$ cat src/rtl/readout_rx_pkg.sv
// Shared definitions for the readout RX classifier controller: FSM states,
// host table field selects and classifier coefficient addresses.
package readout_rx_pkg;

    typedef enum logic [2:0] {
        IDLE,
        LOAD_INT,
        LOAD_SLOPE,
        START,
        STREAM,
        DRAIN,
        REPORT
    } state_e;

    localparam logic [1:0] SEL_INTERCEPT = 2'd0;
    localparam logic [1:0] SEL_SLOPE     = 2'd1;
    localparam logic [1:0] SEL_THRESHOLD = 2'd2;

    localparam logic COEFF_ADDR_INTERCEPT = 1'b0;
    localparam logic COEFF_ADDR_SLOPE     = 1'b1;

endpackage

$ cat src/rtl/readout_rx_coeff_table.sv
// Per-qubit {y_intercept, slope, threshold} register file. The host write
// port may fire at any time; the read port is a combinational lookup by qid.
// Ids at or beyond NUM_QUBITS are ignored on write and read back as zero.
module readout_rx_coeff_table
    import readout_rx_pkg::*;
#(
    parameter int DATA_WIDTH  = 16,
    parameter int NUM_QUBITS  = 4,
    parameter int QID_WIDTH   = 2,
    parameter int COUNT_WIDTH = 9
) (
    input  logic                   clk,
    input  logic                   rst_n,
    input  logic                   wr_en,
    input  logic [QID_WIDTH-1:0]   wr_qid,
    input  logic [1:0]             wr_sel,
    input  logic [DATA_WIDTH-1:0]  wr_data,
    input  logic [QID_WIDTH-1:0]   rd_qid,
    output logic [DATA_WIDTH-1:0]  rd_intercept,
    output logic [DATA_WIDTH-1:0]  rd_slope,
    output logic [COUNT_WIDTH-1:0] rd_threshold
);

    logic [DATA_WIDTH-1:0]  intercept_q [NUM_QUBITS];
    logic [DATA_WIDTH-1:0]  intercept_d [NUM_QUBITS];
    logic [DATA_WIDTH-1:0]  slope_q     [NUM_QUBITS];
    logic [DATA_WIDTH-1:0]  slope_d     [NUM_QUBITS];
    logic [COUNT_WIDTH-1:0] threshold_q [NUM_QUBITS];
    logic [COUNT_WIDTH-1:0] threshold_d [NUM_QUBITS];

    // Apply a host write to the selected field of the addressed entry.
    always_comb begin
        intercept_d = intercept_q;
        slope_d     = slope_q;
        threshold_d = threshold_q;
        for (int i = 0; i < NUM_QUBITS; i++) begin
            if (wr_en && (wr_qid == QID_WIDTH'(i))) begin
                case (wr_sel)
                    SEL_INTERCEPT: intercept_d[i] = wr_data;
                    SEL_SLOPE:     slope_d[i]     = wr_data;
                    SEL_THRESHOLD: threshold_d[i] = wr_data[COUNT_WIDTH-1:0];
                    default: ;
                endcase
            end
        end
    end

    // Table storage, cleared to zero on reset.
    always_ff @(posedge clk or negedge rst_n) begin
        if (!rst_n) begin
            for (int i = 0; i < NUM_QUBITS; i++) begin
                intercept_q[i] <= '0;
                slope_q[i]     <= '0;
                threshold_q[i] <= '0;
            end
        end else begin
            intercept_q <= intercept_d;
            slope_q     <= slope_d;
            threshold_q <= threshold_d;
        end
    end

    // Combinational lookup of the entry selected by rd_qid.
    always_comb begin
        rd_intercept = '0;
        rd_slope     = '0;
        rd_threshold = '0;
        for (int i = 0; i < NUM_QUBITS; i++) begin
            if (rd_qid == QID_WIDTH'(i)) begin
                rd_intercept = intercept_q[i];
                rd_slope     = slope_q[i];
                rd_threshold = threshold_q[i];
            end
        end
    end

endmodule

$ cat src/rtl/readout_rx_classifier_ctrl.sv
// Time-multiplexes one linear-boundary classifier across several qubits:
// loads the qubit's coefficients, frames a window of IQ samples, counts the
// |1> decisions (including those still in the classifier pipeline) and
// reports a thresholded single-shot state.
module readout_rx_classifier_ctrl
    import readout_rx_pkg::*;
#(
    parameter int DATA_WIDTH    = 16,
    parameter int NUM_QUBITS    = 4,
    parameter int QID_WIDTH     = 2,
    parameter int NUM_SAMPLES   = 256,
    parameter int COUNT_WIDTH   = 9,
    parameter int DRAIN_TIMEOUT = 4
) (
    input  logic                   clk,
    input  logic                   rst_n,
    input  logic                   tbl_wr_en,
    input  logic [QID_WIDTH-1:0]   tbl_wr_qid,
    input  logic [1:0]             tbl_wr_sel,
    input  logic [DATA_WIDTH-1:0]  tbl_wr_data,
    input  logic                   req_valid,
    output logic                   req_ready,
    input  logic [QID_WIDTH-1:0]   req_qid,
    input  logic                   smp_valid,
    output logic                   smp_ready,
    input  logic [DATA_WIDTH-1:0]  smp_i,
    input  logic [DATA_WIDTH-1:0]  smp_q,
    output logic                   cls_coeff_wr_en,
    output logic                   cls_coeff_wr_addr,
    output logic [DATA_WIDTH-1:0]  cls_coeff_wr_data,
    output logic                   cls_start_count,
    output logic                   cls_finish_count,
    output logic                   cls_valid,
    output logic [DATA_WIDTH-1:0]  cls_i,
    output logic [DATA_WIDTH-1:0]  cls_q,
    input  logic                   cls_valid_out,
    input  logic                   cls_finish_out,
    input  logic                   cls_count_condition,
    output logic                   res_valid,
    output logic [QID_WIDTH-1:0]   res_qid,
    output logic                   res_state,
    output logic [COUNT_WIDTH-1:0] res_count,
    output logic                   res_err
);

    localparam int TIMER_W = $clog2(DRAIN_TIMEOUT + 1);
    localparam logic [QID_WIDTH:0]     NUM_QUBITS_EXT = (QID_WIDTH + 1)'(NUM_QUBITS);
    localparam logic [COUNT_WIDTH-1:0] LAST_SAMPLE    = COUNT_WIDTH'(NUM_SAMPLES - 1);
    localparam logic [COUNT_WIDTH-1:0] COUNT_MAX      = '1;
    localparam logic [TIMER_W-1:0]     TIMER_LAST     = TIMER_W'(DRAIN_TIMEOUT - 1);

    state_e                 state_q, state_d;
    logic [QID_WIDTH-1:0]   qid_q, qid_d;
    logic [COUNT_WIDTH-1:0] smp_cnt_q, smp_cnt_d;
    logic [COUNT_WIDTH-1:0] ones_q, ones_d;
    logic [COUNT_WIDTH-1:0] thr_q, thr_d;
    logic [TIMER_W-1:0]     timer_q, timer_d;
    logic [QID_WIDTH-1:0]   res_qid_q, res_qid_d;
    logic                   res_state_q, res_state_d;
    logic [COUNT_WIDTH-1:0] res_count_q, res_count_d;
    logic                   res_err_q, res_err_d;

    logic [DATA_WIDTH-1:0]  rd_intercept;
    logic [DATA_WIDTH-1:0]  rd_slope;
    logic [COUNT_WIDTH-1:0] rd_threshold;

    logic                   req_hs;
    logic                   qid_bad;
    logic                   smp_hs;
    logic                   last_smp;
    logic                   drain_done;
    logic                   drain_timeout;
    logic                   ones_inc;
    logic [COUNT_WIDTH-1:0] ones_next;

    readout_rx_coeff_table #(
        .DATA_WIDTH  (DATA_WIDTH),
        .NUM_QUBITS  (NUM_QUBITS),
        .QID_WIDTH   (QID_WIDTH),
        .COUNT_WIDTH (COUNT_WIDTH)
    ) u_table (
        .clk          (clk),
        .rst_n        (rst_n),
        .wr_en        (tbl_wr_en),
        .wr_qid       (tbl_wr_qid),
        .wr_sel       (tbl_wr_sel),
        .wr_data      (tbl_wr_data),
        .rd_qid       (qid_q),
        .rd_intercept (rd_intercept),
        .rd_slope     (rd_slope),
        .rd_threshold (rd_threshold)
    );

    assign req_hs        = (state_q == IDLE) && req_valid;
    assign qid_bad       = {1'b0, req_qid} >= NUM_QUBITS_EXT;
    assign smp_hs        = (state_q == STREAM) && smp_valid;
    assign last_smp      = smp_hs && (smp_cnt_q == LAST_SAMPLE);
    assign drain_done    = (state_q == DRAIN) && cls_valid_out && cls_finish_out;
    assign drain_timeout = (state_q == DRAIN) && !drain_done && (timer_q == TIMER_LAST);
    assign ones_inc      = ((state_q == STREAM) || (state_q == DRAIN)) &&
                           cls_valid_out && cls_count_condition;
    assign ones_next     = (ones_inc && (ones_q != COUNT_MAX)) ? ones_q + 1'b1 : ones_q;

    // State register.
    always_ff @(posedge clk or negedge rst_n) begin
        if (!rst_n) begin
            state_q <= IDLE;
        end else begin
            state_q <= state_d;
        end
    end

    // Next-state logic.
    always_comb begin
        state_d = state_q;
        case (state_q)
            IDLE:       if (req_hs) state_d = qid_bad ? REPORT : LOAD_INT;
            LOAD_INT:   state_d = LOAD_SLOPE;
            LOAD_SLOPE: state_d = START;
            START:      state_d = STREAM;
            STREAM:     if (last_smp) state_d = DRAIN;
            DRAIN:      if (drain_done || drain_timeout) state_d = REPORT;
            REPORT:     state_d = IDLE;
            default:    state_d = IDLE;
        endcase
    end

    // Datapath next values: request latch, counters, captured threshold, result.
    always_comb begin
        qid_d       = qid_q;
        smp_cnt_d   = smp_cnt_q;
        ones_d      = ones_q;
        thr_d       = thr_q;
        timer_d     = timer_q;
        res_qid_d   = res_qid_q;
        res_state_d = res_state_q;
        res_count_d = res_count_q;
        res_err_d   = res_err_q;
        case (state_q)
            IDLE: begin
                if (req_hs) begin
                    qid_d     = req_qid;
                    smp_cnt_d = '0;
                    ones_d    = '0;
                    timer_d   = '0;
                    if (qid_bad) begin
                        res_qid_d   = req_qid;
                        res_state_d = 1'b0;
                        res_count_d = '0;
                        res_err_d   = 1'b1;
                    end
                end
            end
            LOAD_INT: thr_d = rd_threshold;
            STREAM: begin
                ones_d  = ones_next;
                timer_d = '0;
                if (smp_hs) smp_cnt_d = smp_cnt_q + 1'b1;
            end
            DRAIN: begin
                ones_d  = ones_next;
                timer_d = timer_q + 1'b1;
                if (drain_done || drain_timeout) begin
                    res_qid_d   = qid_q;
                    res_count_d = ones_next;
                    res_state_d = (ones_next >= thr_q);
                    res_err_d   = drain_timeout;
                end
            end
            default: ;
        endcase
    end

    // Datapath registers.
    always_ff @(posedge clk or negedge rst_n) begin
        if (!rst_n) begin
            qid_q       <= '0;
            smp_cnt_q   <= '0;
            ones_q      <= '0;
            thr_q       <= '0;
            timer_q     <= '0;
            res_qid_q   <= '0;
            res_state_q <= 1'b0;
            res_count_q <= '0;
            res_err_q   <= 1'b0;
        end else begin
            qid_q       <= qid_d;
            smp_cnt_q   <= smp_cnt_d;
            ones_q      <= ones_d;
            thr_q       <= thr_d;
            timer_q     <= timer_d;
            res_qid_q   <= res_qid_d;
            res_state_q <= res_state_d;
            res_count_q <= res_count_d;
            res_err_q   <= res_err_d;
        end
    end

    // Outputs decoded from the current state.
    always_comb begin
        req_ready         = (state_q == IDLE);
        smp_ready         = (state_q == STREAM);
        cls_coeff_wr_en   = (state_q == LOAD_INT) || (state_q == LOAD_SLOPE);
        cls_coeff_wr_addr = (state_q == LOAD_SLOPE) ? COEFF_ADDR_SLOPE : COEFF_ADDR_INTERCEPT;
        cls_coeff_wr_data = '0;
        if (state_q == LOAD_INT)   cls_coeff_wr_data = rd_intercept;
        if (state_q == LOAD_SLOPE) cls_coeff_wr_data = rd_slope;
        cls_start_count   = (state_q == START);
        cls_finish_count  = last_smp;
        cls_valid         = smp_hs;
        cls_i             = (state_q == STREAM) ? smp_i : '0;
        cls_q             = (state_q == STREAM) ? smp_q : '0;
        res_valid         = (state_q == REPORT);
        res_qid           = res_qid_q;
        res_state         = res_state_q;
        res_count         = res_count_q;
        res_err           = res_err_q;
    end

endmodule

$ cat config.mk
export PLATFORM = sky130hd
export DESIGN_NAME = readout_rx_classifier_ctrl
export DESIGN_NICKNAME = d
export VERILOG_FILES = /design/src/rtl/readout_rx_pkg.sv /design/src/rtl/readout_rx_coeff_table.sv /design/src/rtl/readout_rx_classifier_ctrl.sv
export SDC_FILE = /design/constraint.sdc
export NUM_CORES = 1
export LEC_CHECK = 0
export BUFFER_PORTS_ARGS = -buffer_cell sky130_fd_sc_hd__clkbuf_2
export CORE_ASPECT_RATIO = 1.2
export CORE_MARGIN = 2
export CORE_UTILIZATION = 50
export CTS_BUF_LIST = sky130_fd_sc_hd__clkbuf_8
export CTS_CLUSTER_SIZE = 12
export DETAILED_ROUTE_END_ITERATION = 8
export PLACE_DENSITY = 0.78
export SETUP_SLACK_MARGIN = 0.15
export SYNTH_ARGS = -nofsm -noshare
export SYNTH_HDL_FRONTEND = slang
export SYNTH_SLANG_ARGS = --single-unit
$ cat constraint.sdc
create_clock -name clk -period 4.7 [get_ports clk]
set_input_delay 0.47 -clock clk [delete_from_list [all_inputs] [get_ports clk]]
set_output_delay 0.47 -clock clk [all_outputs]
set_load 0.02 [all_outputs]
# Yosys cells after proc, flatten, opt, wreduce, memory -nomap -nowiden
# Index checks and enable logic that the tools add are counted.
# totals
out_inout_bits	69
inputBits	62
register_bits	212
# classes
n_addsub	3
reduce_logical	44
order_cmp	1
eq_ne	21
n_mux	28
# ops
cell	n
16-bit 2-to-1 mux	12
9-bit 2-to-1 mux	7
9-bit one-hot mux with 2 select lines	2
2-bit AND reduction	16
9-bit by 1-bit adder with 9-bit output, second input constant	2
3-bit one-hot mux with 6 select lines	1
1-bit logical AND	14
3-bit 2-to-1 mux	4
2-bit == test, second input constant	5
3-bit by 2-bit == test with 1-bit output, second input constant	3
3-bit == test, second input constant	3
9-bit by 8-bit == test with 1-bit output, second input constant	1
9-bit greater-or-equal comparator	1
9-bit != test, second input constant	1
3-bit one-hot mux with 3 select lines	1
2-bit by 1-bit != test with 1-bit output, second input constant	4
2-bit by 1-bit == test with 1-bit output, second input constant	3
2-bit logical NOT	3
3-bit AND reduction	2
2-bit nonzero test	2
3-bit by 1-bit adder with 3-bit output, second input constant	1
3-bit by 1-bit == test with 1-bit output, second input constant	1
3-bit logical NOT	1
1-bit logical OR	3
other kinds (4)	4

# Depth between registers and ports, before layout
# depth
word_depth	9
mapped_depth	14
mapped_depth_nobuf	14

# Cells and area by module
# A second synthesis with hierarchy kept.
# unflattened
hier_cells	709
area_unflattened_um2	10124.7
# by_module_without_submodules
module	area_per_inst_um2	seq_area_each_um2	instances	cells_each
readout_rx_coeff_table	7203.2	4103.9	1	419
readout_rx_classifier_ctrl	2921.6	1201.2	1	290

# Worst setup path before layout
# Ideal clock, no wire load.
# synth_path
kind	register to register
startpoint	reg ones_q[0]
endpoint	reg res_state_q, in the netlist res_state
period_less_slack_ns	2.752
arrival_ns	2.670
setup_time_ns	0.082
path_slack_ns	1.948
path_stages_with_launch	15
path_cell_list	dfrtp_1 -> ha_1 -> nand2_1 -> nor2_1 -> ha_1 -> nand3b_1 -> nor2_4 -> nand4_1 -> xnor2_1 -> ha_1 -> and4_1 -> o21ai_0 -> o221ai_1 -> nand3_1 -> a31oi_1
# synth_between
elab_chain_cells	4
# synth_rtl
item	line_no	rtl
from (decl)	readout_rx_classifier_ctrl.sv:55	logic [COUNT_WIDTH-1:0] ones_q, ones_d;
from (signal assigned)	readout_rx_classifier_ctrl.sv:189	ones_q <= ones_d;
branches (longest 2 deep; another with 9-bit by 1-bit adder with 9-bit output)	-	
9-bit 2-to-1 mux (*)	readout_rx_classifier_ctrl.sv:102	assign ones_next = (ones_inc && (ones_q != COUNT_MAX)) ? ones_q + 1'b1 : ones_q;
via ones_next[6]	readout_rx_classifier_ctrl.sv:74	logic [COUNT_WIDTH-1:0] ones_next;
9-bit greater-or-equal comparator (*)	readout_rx_classifier_ctrl.sv:166	res_state_d = (ones_next >= thr_q);
to (signal assigned)	readout_rx_classifier_ctrl.sv:193	res_state_q <= res_state_d;
to (decl)	readout_rx_classifier_ctrl.sv:59	logic res_state_q, res_state_d;
# Mark *: on every way through the listed nets, which the timed path passes.
# A chain may end at the register's enable or synchronous reset.

# Worst setup path in the final report
# layout_path
startpoint	reg state_q[0]
endpoint	out cls_coeff_wr_data[6]
# layout_between
elab_chain_cells	3
# layout_rtl
item	line_no	rtl
from (decl)	readout_rx_classifier_ctrl.sv:52	state_e state_q, state_d;
from (signal assigned)	readout_rx_classifier_ctrl.sv:109	state_q <= state_d;
3-bit by 1-bit == test with 1-bit output	readout_rx_classifier_ctrl.sv:206	if (state_q == LOAD_INT) cls_coeff_wr_data = rd_intercept;
16-bit 2-to-1 mux	readout_rx_classifier_ctrl.sv:206	
16-bit 2-to-1 mux (*)	readout_rx_classifier_ctrl.sv:207	if (state_q == LOAD_SLOPE) cls_coeff_wr_data = rd_slope;
to (decl)	readout_rx_classifier_ctrl.sv:30	output logic [DATA_WIDTH-1:0] cls_coeff_wr_data,
# Every way passes the cells marked *; elsewhere a longest branch is shown, timed or not.

==> summary.md <==
| Metric | Value |
|---|---|
| Share of the synthesized area in the top cell type | `0.5276` |
| Dominant cells by area after synthesis | `dfrtp_1 (53%), mux2_2 (19%), mux4_2 (6.5%)` |
| Reg2reg setup slack | `approximately 1.6 ns` |
| Critical path fanouts, max | `17` |
| Max-slew headroom | `0.1990` |
| Synth Instances | `between 700 and 800` |
| TritonCTS Buffers | `35` |
| Post-synthesis sequential area ratio | `0.5276` |
| Design Power | `6.328 mW` |
| Number of global-route vias before repair | `6827` |
| RSZ-0062 raised after global routing | `false` |
| Global route overflow | `0` |
| Synth Flop Type | `dfrtp_1` |
| Post-route ant nets | `0` |
| Reg2reg path depth | `14` |
| Share of layout cells above drive strength 1 | `0.4491` |
| #FFs+latches synth | `212` |
| First-pass GRT wire length | `~35000 µm` |
| Worst-margin pin slew | `~1.2 ns` |
| CP required | `~4.2 ns` |
| DR WL/cell | `18.52 µm` |
| Vias per cell | `5.690` |
| Yosys top cell by area | `dfrtp_1` |
| Syn Area/Cell | `roughly 13 µm²` |
| Clock transition at path regs | `about 0.060 ns` |
| Distinct cells, synth | `51` |
| IO Count | `around 130` |
| CTS max path bufs | `3` |
| Die Wd | `roughly 130 µm` |
| Clock sinks | `212` |
| Clk_skew | `between 0.015 and 0.02 ns` |
| Ratio of final minimum period to clock period | `0.7497` |
| Pwr Density | `approximately 550 mW/mm²` |
| Worst skew pair latency | `0.53 ns` |
| CTS tree | `done` |
| Critical Path Sink Type | `output port` |
| Hold Buf Count CTS | `0` |
| DP Wirelength | `approximately 14000 µm` |
| Die area | `roughly 0.021 mm²` |
| Leak | `approximately 5.3 nW` |
| Port bufs | `130` |
| Cell Area, Synth | `0.01006 mm²` |
| DR iter-0 viols | `322` |
| # DRC | `0` |
| Hold Crit Class | `input pin to async pin` |
| Final Max Tran Viols | `0` |
| Post-layout util | `0.5908` |
| Outcome | `complete, no violations` |
| Post-CTS sizing | `0` |
| Largest stage delay on the critical path | `about 0.8 ns` |
| Peak VDD IR | `between 0.0003 and 0.0004 V` |
| Post-CTS Setup Inserts | `0` |
| Critical path class | `flop to output port` |
| Filler cells | `1598` |
| Fraction of registers with async set/reset | `1.000` |
| Minimum clock period | `3.524 ns` |
| Vias | `between 6000 and 7000` |
| Largest net degree at the start of global routing | `126` |
| Worst R2R Start | `ones_q[0]` |
| CTS root buf | `clkbuf_8` |
| Final Hold Viols | `0` |
| Final setup viols | `0` |
| Final TNS setup | `0 ns` |
| GPL Wtd Cong | `around 0.83` |
| Area delta synth->final | `15.27%` |
| H-tree levels | `2` |
| Most frequent cells in the layout | `dfrtp_1 (211), mux2_2 (174), clkbuf_2 (129)` |
| Commonest non-fill, non-tap cell in the layout | `dfrtp_1` |
| N_diodes | `0` |
| Number of antenna violations at the first check in global routing | `0` |
| Post-synth EDFFs | `0` |
| Mapped Nets | `between 800 and 900` |
| Rows | `56` |
| R2r endpoint | `res_state` |
| Fmax | `between 200 and 300 MHz` |
| All-Layer GR Usage | `0.2086` |
| Core Region | `0.01962 mm²` |
| Worst Path Arrival | `around 3.1 ns` |
| CP Cell Sequence | `nor3b_4 > a21oi_1 > o22ai_1 > a221oi_1 > nor3_1 > clkbuf_2` |
| Max-cap violations | `0` |
| NumNets Final | `967` |
| Yosys warns | `0` |
| CP max-delay cell | `nor3b_4` |
| TritonRoute pass-1 iters | `4` |
| Startpoint Class | `flop` |
| Die Y | `~160 µm` |
| Initial Util | `0.5126` |
| Routed wire length | `around 22000 µm` |
==> power breakdown <==
part	switching, mW	leakage [nW]	internal (mW)	total (mW)
clock	0.724	0.400	0.865	1.59
sequential	0.377	2.65	2.27	2.65
combinational	1.07	2.27	1.02	2.09
total	2.17	5.32	4.15	6.33
==> layer usage <==
metal  routed length [µm]  track usage  part of all wire
met5                    0            0                 0
met1                 9514       0.2766              0.44
met2                10460       0.3440              0.48
met4                  488      0.06867             0.022
met3                 1276      0.04457             0.059
==> worst max-delay path, delay by kind of cell, from the launching register on <==
kind | cells | cell delay (ns)
and+or+nand+nor | 2 | 1.12
buffers and inverters | 1 | 0.24
DFF | 1 | 0.69
AOI/OAI and AO/OA | 3 | 0.48
==> cells in the mapped netlist, types with 14 or more instances <==
library cell / n
inv_1: 16
mux2_2: 174
buf_2: 22
mux4_2: 29
o21ai_0: 26
nor2_1: 27
nand2_1: 29
a21oi_1: 25
dfrtp_1: 212
and2_1: 34
a22o_1: 14
ha_1: 15
clkbuf_1: 24
==> state kept, by name, indices dropped and copies added (netlist names) <==
name and flops:
state_q 3, thr_q 9, res_err 1, smp_cnt_q 9, ones_q 9, u_table.threshold_q 36
u_table.slope_q 64, res_count 9, res_qid 2, res_state 1, u_table.intercept_q 64, timer_q 3
qid_q 2
==> cell type report <==
class	count	area, µm²	share of cell area
Sequential cell	212	5306	0.4578
Timing Repair Buffer	139	739.5	0.06380
Inverter	17	63.81	0.005505
Clock buffer	45	619.3	0.05343
Tap cell	261	326.6	0.02817
Multi-Input combinational cell	485	4459	0.3847
Clock inverter	15	76.32	0.006585
==> through the flow <==
step           setup slack (ns)  instance area [µm²]  instances  hold slack, ns
3_5_place_dp              1.594                10900       1114          0.4716
2_1_floorplan             1.948                10060        764          0.1744
6_report                  1.176                11590       1174          0.1069
5_1_grt                  0.8895                11590       1174          0.1577
3_3_place_gp              1.757                10900       1114          0.4615
4_1_cts                   1.114                11590       1174          0.1204
==> logic make-up after synthesis <==
| kind of cell | Yosys count | share of synthesized area |
|---|---|---|
| adders and majority gates | 15 | 0.01866 |
| DFF | 212 | 0.5276 |
| xor gates and xnor gates | 11 | 0.009581 |
| buffers and inverters | 67 | 0.02961 |
| AOI/OAI and AO/OA | 103 | 0.06607 |
| and+or+nand+nor | 150 | 0.08573 |
| muxes | 206 | 0.2628 |
==> worst max-delay path by stage <==
stage	to	start	depth (start not counted)
final	cls_coeff_wr_data[6]	state_q[0]	6
after global routing	cls_coeff_wr_data[5]	qid_q[0]	7
after CTS	cls_coeff_wr_data[5]	qid_q[0]	7
after detailed placement	res_state	ones_q[0]	14
after global placement	cls_coeff_wr_data[3]	state_q[0]	5
after floorplan	res_state	ones_q[0]	14
Power figures use the tool's default switching activity.
